--- src/rtl/mrsc_decoder_pkg.sv ---
// Shared MRSC types, codeword field offsets and index helpers.
package mrsc_pkg;

  typedef enum logic [1:0] {
    ST_CLEAN  = 2'b00,
    ST_CORR   = 2'b01,
    ST_UNCORR = 2'b10
  } status_e;

  localparam int unsigned OFF_DI = 16;
  localparam int unsigned OFF_P  = 20;
  localparam int unsigned OFF_CB = 24;

  typedef struct packed {
    logic [3:0]      sp;
    logic [3:0]      sd;
    logic [3:0][1:0] sc;
  } syn_t;

  // Diagonal that data bit (row b, column i) belongs to.
  function automatic logic [1:0] diag_idx(input int unsigned b, input int unsigned i);
    return 2'((i & 2) | ((i ^ b) & 1));
  endfunction

  // Di and P fields are stored in the order 0,3,1,2: slot of check bit n.
  function automatic int unsigned fld_slot(input int unsigned n);
    case (n)
      0:       return 0;
      1:       return 2;
      2:       return 3;
      default: return 1;
    endcase
  endfunction

endpackage

--- src/rtl/mrsc_decoder_if.sv ---
// Read-path handshake bundle: codeword in, corrected word and status out.
interface mrsc_decoder_if;
  logic        in_valid;
  logic        in_ready;
  logic [0:31] in_code;
  logic        out_valid;
  logic        out_ready;
  logic [0:15] out_data;
  logic [1:0]  out_status;

  modport slave  (input  in_valid, in_code, out_ready,
                  output in_ready, out_valid, out_data, out_status);
  modport master (output in_valid, in_code, out_ready,
                  input  in_ready, out_valid, out_data, out_status);
endinterface

--- src/rtl/mrsc_decoder_syndrome.sv ---
// Combinational MRSC syndrome generator: received codeword to 16 syndrome bits.
module mrsc_syndrome
  import mrsc_pkg::*;
(
  input  logic [0:31] code_i,
  output syn_t        syn_o
);

  logic [3:0]      p_c;
  logic [3:0]      d_c;
  logic [3:0][1:0] c_c;

  // Recompute check bits from the data field and compare with the received ones.
  always_comb begin
    p_c   = '0;
    d_c   = '0;
    c_c   = '0;
    syn_o = '0;
    for (int unsigned b = 0; b < 4; b++) begin
      for (int unsigned i = 0; i < 4; i++) begin
        p_c[i]              ^= code_i[4*i+b];
        d_c[diag_idx(b, i)] ^= code_i[4*i+b];
      end
      for (int unsigned k = 0; k < 2; k++) begin
        c_c[b][k] = code_i[4*k+b] ^ code_i[4*(k+2)+b];
      end
    end
    for (int unsigned n = 0; n < 4; n++) begin
      syn_o.sp[n] = code_i[OFF_P  + fld_slot(n)] ^ p_c[n];
      syn_o.sd[n] = code_i[OFF_DI + fld_slot(n)] ^ d_c[n];
      for (int unsigned k = 0; k < 2; k++) begin
        syn_o.sc[n][k] = code_i[OFF_CB + 2*n + k] ^ c_c[n][k];
      end
    end
  end

endmodule

--- src/rtl/mrsc_decoder.sv ---
// Two-stage MRSC read-path decoder with single-data-bit correction and
// saturating corrected/uncorrectable counters.
module mrsc_decoder
  import mrsc_pkg::*;
#(
  parameter int unsigned CNT_W = 16
) (
  input  logic                 clk,
  input  logic                 rst_n,
  mrsc_decoder_if.slave        bus,
  input  logic                 cnt_clr,
  output logic [CNT_W-1:0]     cnt_corr,
  output logic [CNT_W-1:0]     cnt_uncorr
);

  syn_t        syn_d;
  syn_t        s1_syn_q;
  logic [0:15] s1_raw_q;   // data field of the codeword, still in codeword order
  logic        s1_valid_q;
  logic        out_valid_q;
  logic [0:15] out_data_q;
  logic [1:0]  out_status_q;
  logic [CNT_W-1:0] cnt_corr_q;
  logic [CNT_W-1:0] cnt_uncorr_q;

  logic        en1;
  logic        en2;
  logic        hs_out;
  logic [0:15] flip_v;
  logic [0:15] data_d;
  status_e     status_d;

  mrsc_syndrome u_syn (
    .code_i (bus.in_code),
    .syn_o  (syn_d)
  );

  assign en2    = !out_valid_q | bus.out_ready;
  assign en1    = !s1_valid_q | en2;
  assign hs_out = out_valid_q & bus.out_ready;

  assign bus.in_ready   = en1;
  assign bus.out_valid  = out_valid_q;
  assign bus.out_data   = out_data_q;
  assign bus.out_status = out_status_q;
  assign cnt_corr       = cnt_corr_q;
  assign cnt_uncorr     = cnt_uncorr_q;

  // Stage 1: capture the data field and its syndrome on an input handshake.
  always_ff @(posedge clk or negedge rst_n) begin
    if (!rst_n) begin
      s1_valid_q <= 1'b0;
      s1_raw_q   <= '0;
      s1_syn_q   <= '0;
    end else if (en1) begin
      s1_valid_q <= bus.in_valid;
      if (bus.in_valid) begin
        s1_raw_q <= bus.in_code[0:15];
        s1_syn_q <= syn_d;
      end
    end
  end

  // Correct the flagged data bit, reorder to data order and classify.
  always_comb begin
    flip_v = '0;
    data_d = '0;
    for (int unsigned b = 0; b < 4; b++) begin
      for (int unsigned i = 0; i < 4; i++) begin
        flip_v[4*b+i] = s1_syn_q.sp[i] & s1_syn_q.sd[diag_idx(b, i)] & s1_syn_q.sc[b][i & 1];
        data_d[4*b+i] = s1_raw_q[4*i+b] ^ flip_v[4*b+i];
      end
    end
    if (s1_syn_q == '0)
      status_d = ST_CLEAN;
    else if ((|flip_v) || ($countones(s1_syn_q) == 1))
      status_d = ST_CORR;
    else
      status_d = ST_UNCORR;
  end

  // Stage 2: output register, held while downstream stalls.
  always_ff @(posedge clk or negedge rst_n) begin
    if (!rst_n) begin
      out_valid_q  <= 1'b0;
      out_data_q   <= '0;
      out_status_q <= ST_CLEAN;
    end else if (en2) begin
      out_valid_q <= s1_valid_q;
      if (s1_valid_q) begin
        out_data_q   <= data_d;
        out_status_q <= status_d;
      end
    end
  end

  // Saturating event counters; clear wins over a same-cycle increment.
  always_ff @(posedge clk or negedge rst_n) begin
    if (!rst_n) begin
      cnt_corr_q   <= '0;
      cnt_uncorr_q <= '0;
    end else if (cnt_clr) begin
      cnt_corr_q   <= '0;
      cnt_uncorr_q <= '0;
    end else if (hs_out) begin
      if (out_status_q == ST_CORR && cnt_corr_q != '1)
        cnt_corr_q <= cnt_corr_q + 1'b1;
      if (out_status_q == ST_UNCORR && cnt_uncorr_q != '1)
        cnt_uncorr_q <= cnt_uncorr_q + 1'b1;
    end
  end

endmodule

--- src/flat_wrapper.sv ---
// flat-port wrapper written by rule: the top's interface ports become plain ports
module mrsc_decoder_flat import mrsc_pkg::*;
#(
  parameter int unsigned CNT_W = 16
)
  (clk, rst_n, cnt_clr, cnt_corr, cnt_uncorr, bus_in_valid, bus_in_code, bus_out_ready, bus_in_ready, bus_out_valid, bus_out_data, bus_out_status);
  mrsc_decoder_if bus_i ();
  input  logic clk;
  input  logic rst_n;
  input  logic cnt_clr;
  output logic [CNT_W-1:0] cnt_corr;
  output logic [CNT_W-1:0] cnt_uncorr;
  input wire logic [$bits(bus_i.in_valid)-1:0] bus_in_valid;
  input wire logic [$bits(bus_i.in_code)-1:0] bus_in_code;
  input wire logic [$bits(bus_i.out_ready)-1:0] bus_out_ready;
  output wire logic [$bits(bus_i.in_ready)-1:0] bus_in_ready;
  output wire logic [$bits(bus_i.out_valid)-1:0] bus_out_valid;
  output wire logic [$bits(bus_i.out_data)-1:0] bus_out_data;
  output wire logic [$bits(bus_i.out_status)-1:0] bus_out_status;
  assign bus_i.in_valid = bus_in_valid;
  assign bus_i.in_code = bus_in_code;
  assign bus_i.out_ready = bus_out_ready;
  assign bus_in_ready = bus_i.in_ready;
  assign bus_out_valid = bus_i.out_valid;
  assign bus_out_data = bus_i.out_data;
  assign bus_out_status = bus_i.out_status;
  mrsc_decoder #(.CNT_W(CNT_W)) u_core (.clk(clk), .rst_n(rst_n), .bus(bus_i), .cnt_clr(cnt_clr), .cnt_corr(cnt_corr), .cnt_uncorr(cnt_uncorr));
endmodule
--- config.mk ---
export PLATFORM = sky130hd
export DESIGN_NAME = mrsc_decoder_flat
export DESIGN_NICKNAME = d
export VERILOG_FILES = /design/src/rtl/mrsc_decoder_pkg.sv /design/src/rtl/mrsc_decoder_if.sv /design/src/rtl/mrsc_decoder_syndrome.sv /design/src/rtl/mrsc_decoder.sv /design/src/flat_wrapper.sv
export SDC_FILE = /design/constraint.sdc
export NUM_CORES = 1
export LEC_CHECK = 0
export CELL_PAD_IN_SITES_DETAIL_PLACEMENT = 0
export CELL_PAD_IN_SITES_GLOBAL_PLACEMENT = 2
export CORE_ASPECT_RATIO = 0.6
export CORE_UTILIZATION = 33
export CTS_CLUSTER_DIAMETER = 50
export DETAILED_ROUTE_END_ITERATION = 12
export PLACE_DENSITY = 0.87
export SLEW_MARGIN = 20
export SYNTH_ARGS = -nofsm -noshare
export SYNTH_HDL_FRONTEND = slang
export SYNTH_SLANG_ARGS = --single-unit
--- constraint.sdc ---
create_clock -name clk -period 4.9 [get_ports clk]
set_input_delay 0.49 -clock clk [delete_from_list [all_inputs] [get_ports clk]]
set_output_delay 0.49 -clock clk [all_outputs]
set_load 0.005 [all_outputs]
Word level (Yosys, flattened, before mapping)
Index checks and enable logic that the tools add are counted.
- register bits: 84
- input port bits: 37
- output and inout port bits: 52
- logic and storage cells: 148
- $add $sub $neg: 17
- equal/unequal tests: 5
- multiplexer cells: 8
- bitwise logic cells: 91
- reductions and logical operators: 14
- operators by type and width (kind ; number):
    $add A32 B32 Y32 ; 7
    $mux W16 ; 6
    $xor A1 B1 Y1 ; 64
    $add A16 B1 Y16 const B ; 2
    $eq A32 B2 Y1 const B ; 1
    $ne A16 B16 Y1 const B ; 2
    $and A1 B1 Y1 ; 25
    $add A1 B1 Y2 ; 8
    $logic_not A16 Y1 ; 1
    $reduce_or A16 Y1 ; 1
    $reduce_and A2 Y1 ; 4
    $reduce_bool A2 Y1 ; 3
    $mux W2 ; 2
    $eq A2 B1 Y1 const B ; 1
    $eq A2 B2 Y1 const B ; 1
    $logic_and A1 B1 Y1 ; 2
    $logic_not A1 Y1 ; 2
    $or A1 B1 Y1 ; 2
    $logic_or A1 B1 Y1 ; 1

Depth between registers and ports, before layout
Gate-level depths: netlist of run 1.
- depth after elaboration: 8
- mapped depth: 17

By module
A second synthesis of run 1 with hierarchy kept.
- cell total of the unflattened synthesis: 443
- area total of the unflattened synthesis: 4763.3 um^2
- by module, submodules not included (module ; instances ; cells an instance ; area an instance (um^2)):
    mrsc_decoder ; 1 ; 408 ; 4336.7
    mrsc_syndrome ; 1 ; 35 ; 426.7

Worst setup path before layout of run 1
Ideal clock, no wire load.
- path kind: reg2reg
- from: reg u_core.s1_syn_q[9] (netlist bit)
- to: reg u_core.out_status_q[1], in the netlist u_core.bus.out_status[1]
- data arrival time: 4.112 ns
- data required time: 4.779 ns
- path slack: 0.667 ns
- cell stages (with the launch flop): 16
- buffers on the path: 1
- period minus slack after synthesis: 4.233 ns
- cells stage by stage: dfrtp_1 -> clkbuf_1 -> inv_1 -> ha_1 -> inv_1 -> fa_1 -> inv_1 -> fa_1 -> fa_1 -> fa_1 -> ha_1 -> fa_1 -> nor4b_1 -> o211a_1 -> nor4_1 -> a22o_1
- cells in the longest elaborated chain, start to end: 8
- ends and longest elaborated chain (item ; line ; text):
    from (decl) ; mrsc_decoder.sv:17 ; syn_t s1_syn_q;
    from (signal assigned) ; mrsc_decoder.sv:59 ; s1_syn_q <= syn_d;
    $add A1 B1 Y2 (implied by the code) ; mrsc_decoder.sv:76 ; else if ((|flip_v) || ($countones(s1_syn_q) == 1))
    $add A32 B32 Y32 (implied by the code) (3 in a row) ; mrsc_decoder.sv:76 ;
    $eq A32 B2 Y1 ; mrsc_decoder.sv:76 ;
    $logic_or A1 B1 Y1 ; mrsc_decoder.sv:76 ;
    $mux W2 ; mrsc_decoder.sv:76 ;
    $mux W2 (*) ; mrsc_decoder.sv:74 ; if (s1_syn_q == '0)
    to (signal assigned) ; mrsc_decoder.sv:92 ; out_status_q <= status_d;
    to (decl) ; mrsc_decoder.sv:22 ; logic [1:0] out_status_q;
Every way passes the cells marked *; elsewhere a longest branch is shown, timed or not.
A chain may end at the register's enable or synchronous reset.

Worst setup path in the final report of run 1
- from: reg u_core.s1_syn_q[4] (netlist bit)
- to: reg u_core.out_status_q[1], in the netlist u_core.bus.out_status[1]
Same word-level chain as after synthesis.

==> flow_summary.json, run 1 <==
{
  "insertion_delay_ns": 0.34,
  "cts-htree-levels": 3,
  "die_x_um": 162,
  "place_area_sq_um": 6120,
  "power_density_nw_per_um2": 411,
  "endpoint_kind": "register",
  "wirelength_mm": 13.1,
  "ant_nets": 0,
  "cts_buffers": 9,
  "cpPeakStageDelay_ns": 0.55,
  "die_y_um": 97.8,
  "netlist_top_cells_area": "dfrtp_1, ha_1, xor2_1, mux2_2, fa_1",
  "grt_max_degree": 49,
  "crit_family": "adder cells",
  "synthFlopType": "dfrtp_1",
  "synth_edf_count": 0,
  "overflow": 0,
  "cts_tree": "done",
  "maxSlewViolCount": 0,
  "postCtsSetupRepairBufs": 0,
  "ioPinCount": 89,
  "synth_top_cell_area_share_pct": 41.7,
  "synth.distinct_cells": 42,
  "ys_ff_latch": 84,
  "cp.depth": 14,
  "nNetsFinal": 667,
  "clk_path_buf_depth": 2,
  "crit_top_cell": "fa_1",
  "dr.pass1.iters": 4,
  "fin_tns_setup_ns": 0,
  "core-area_sq_um": 14700,
  "cts-resized-gates": 0,
  "rsz0062_at_grt": "no",
  "place.gp.congestion": 0.819,
  "slew_headroom_pct": 33.5,
  "die_area_sq_um": 15800,
  "maxCapViolCount": 0,
  "critPathLaunchType": "register",
  "post_drt_via_cell_ratio": 5.06,
  "synthArstFlopShare_pct": 100,
  "synth_most_common_cell": "dfrtp_1",
  "timing.fmax_mhz": 224,
  "root_buffer": "clkbuf_16",
  "ys_seq_area_share_pct": 41.7,
  "vdd_ir_drop_max_mv": 0.262,
  "grt_pass1_vias": 4068,
  "syn_to_final_growth_pct": 26.9,
  "routed-via-count": 4039,
  "p_leak_uw": 0.00261,
  "worstPathMaxFanout": 7,
  "dpl.hpwl_mm": 10.0,
  "period_needed_ns": 4.45,
  "critPathBufInv": 3,
  "critPathKind": "reg -> reg",
  "syn_area_sq_um": 5040,
  "wl_per_cell_um": 16.4,
  "drive_gt1_share_pct": 7.83,
  "grt_pass1_wl_mm": 21.7,
  "drc": 0,
  "yosys.area.top_type": "dfrtp_1",
  "port_buffers": 88,
  "start_util_pct": 34.3,
  "hold_path.class": "in -> async",
  "crit_required_ns": 5.13,
  "hold_viol": 0,
  "antenna_cells": 0,
  "design_area_sq_um": 6400,
  "worstMarginPinSlew_ns": 0.995,
  "crit_arrival_ns": 4.68,
  "path_cells": "inv_1 > ha_1 > inv_1 > fa_1 > fa_1 > fa_1 > inv_1 > fa_1 > ha_1 > fa_1 > nor4b_1 > o211a_1 > nor4_1 > a22o_1",
  "yosys_warnings": 0,
  "worst_r2r_path_depth": 14,
  "syn_inst": 513,
  "clkSinkCount": 84,
  "fin_skew_ns": 0.00934,
  "outcome": "finished, final reports clean",
  "cts_hold_buf": 0,
  "synth_common_cells": "dfrtp_1, nand2_1, inv_1",
  "setup_viol": 0,
  "synthesis.nets": 584,
  "antenna_found_initial": 0,
  "whs_ns": 0.135,
  "crit_path_top_delay_cell": "fa_1",
  "track_usage_pct": 17.6,
  "fin_crit_sh_pct": 90.9,
  "clk_pin_slew_ns": 0.06,
  "rows": 34,
  "drt_iter0_drc": 220,
  "syn_avg_cell_area_sq_um": 9.83
}
[through the flow]
step	power, uW	utilization [%]	setup WS, ns	std cells
6_report	2630	43.5	0.445	798
5_1_grt	2890	43.5	0.230	798
4_1_cts	2680	43.4	0.395	798
3_5_place_dp	2050	41.6	0.407	783
3_3_place_gp	1990	41.6	0.554	783
2_1_floorplan	1650	-	0.667	513
[layout by cell type, fill, tap and decap left out, types with 19 or more instances in the layout]
cell type and count:
xor2_1 32, o21ai_0 35, dfrtp_1 84, nand3_1 28
a21oi_1 23, xnor2_1 24, ha_1 23, nand2_1 46
o31ai_1 19, clkdlybuf4s50_1 87, inv_1 42, mux2_2 23
[final cells by class]
type / instances / area (sq um)
multi-input combinational: 367 / 2720
timing repair buffer: 92 / 908
clock inverter: 6 / 41.3
clock buffer: 9 / 225
inverter: 42 / 158
tap: 198 / 248
sequential: 84 / 2100
fill: 1463 / 8320
[where the power goes]
| part | internal, uW | total, uW | leakage [uW] | switching (uW) |
|---|---|---|---|---|
| combinational | 543 | 1080 | 0.00142 | 538 |
| sequential | 792 | 926 | 0.00107 | 134 |
| clock | 340 | 626 | 0.000124 | 285 |
[registers in the layout, summed over array words and instances, names as in the netlist]
signal / count
u_core.bus.out_valid: 1
u_core.s1_valid_q: 1
u_core.cnt_corr: 16
u_core.bus.out_status: 2
u_core.cnt_uncorr: 16
u_core.s1_raw_q: 16
u_core.s1_syn_q: 16
u_core.bus.out_data: 16
[per-layer routing]
metal | track usage, % | up-vias | part of all wire [%]
li1 | - | 1969 | -
met5 | 0 | - | 0
met3 | 3.78 | 4 | 4.4
met2 | 26.2 | 77 | 43
met4 | 3.99 | 0 | 0.45
met1 | 26.0 | 1989 | 52
[kinds of logic after synthesis]
| kind of cell | count (synthesis) | share of synthesized area [%] |
|---|---|---|
| AND/OR/NAND/NOR | 161 | 17.7 |
| buffers and inverters | 62 | 4.64 |
| adder cells (fa/ha/maj) | 34 | 10.1 |
| XOR/XNOR | 56 | 9.72 |
| flip-flops | 84 | 41.7 |
| multiplexers | 24 | 5.33 |
| AO/OA/AOI/OAI | 92 | 10.9 |
[path summary, 6_finish.rpt]
check	endpoint	startpoint	slack, ns
max in group asynchronous	u_core.s1_syn_q[5]	rst_n	3.79
hold / removal	u_core.bus.out_data[14]	rst_n	0.13
min in group clk	u_core.bus.out_data[4]	u_core.bus.out_data[4]	0.49
setup / recovery	u_core.bus.out_status[1]	u_core.s1_syn_q[4]	0.45
hold reg to reg	u_core.bus.out_data[4]	u_core.bus.out_data[4]	0.49
setup reg to reg	u_core.bus.out_status[1]	u_core.s1_syn_q[4]	0.45
No activity file was read; power rests on OpenSTA's default activity.
==> inputs of run 2 (changes only) <==
Settings changed: CTS_CLUSTER_DIAMETER 50 to 80.
==> results of run 2 <==
Final layout, timing and power as in run 1 (identical DEF).
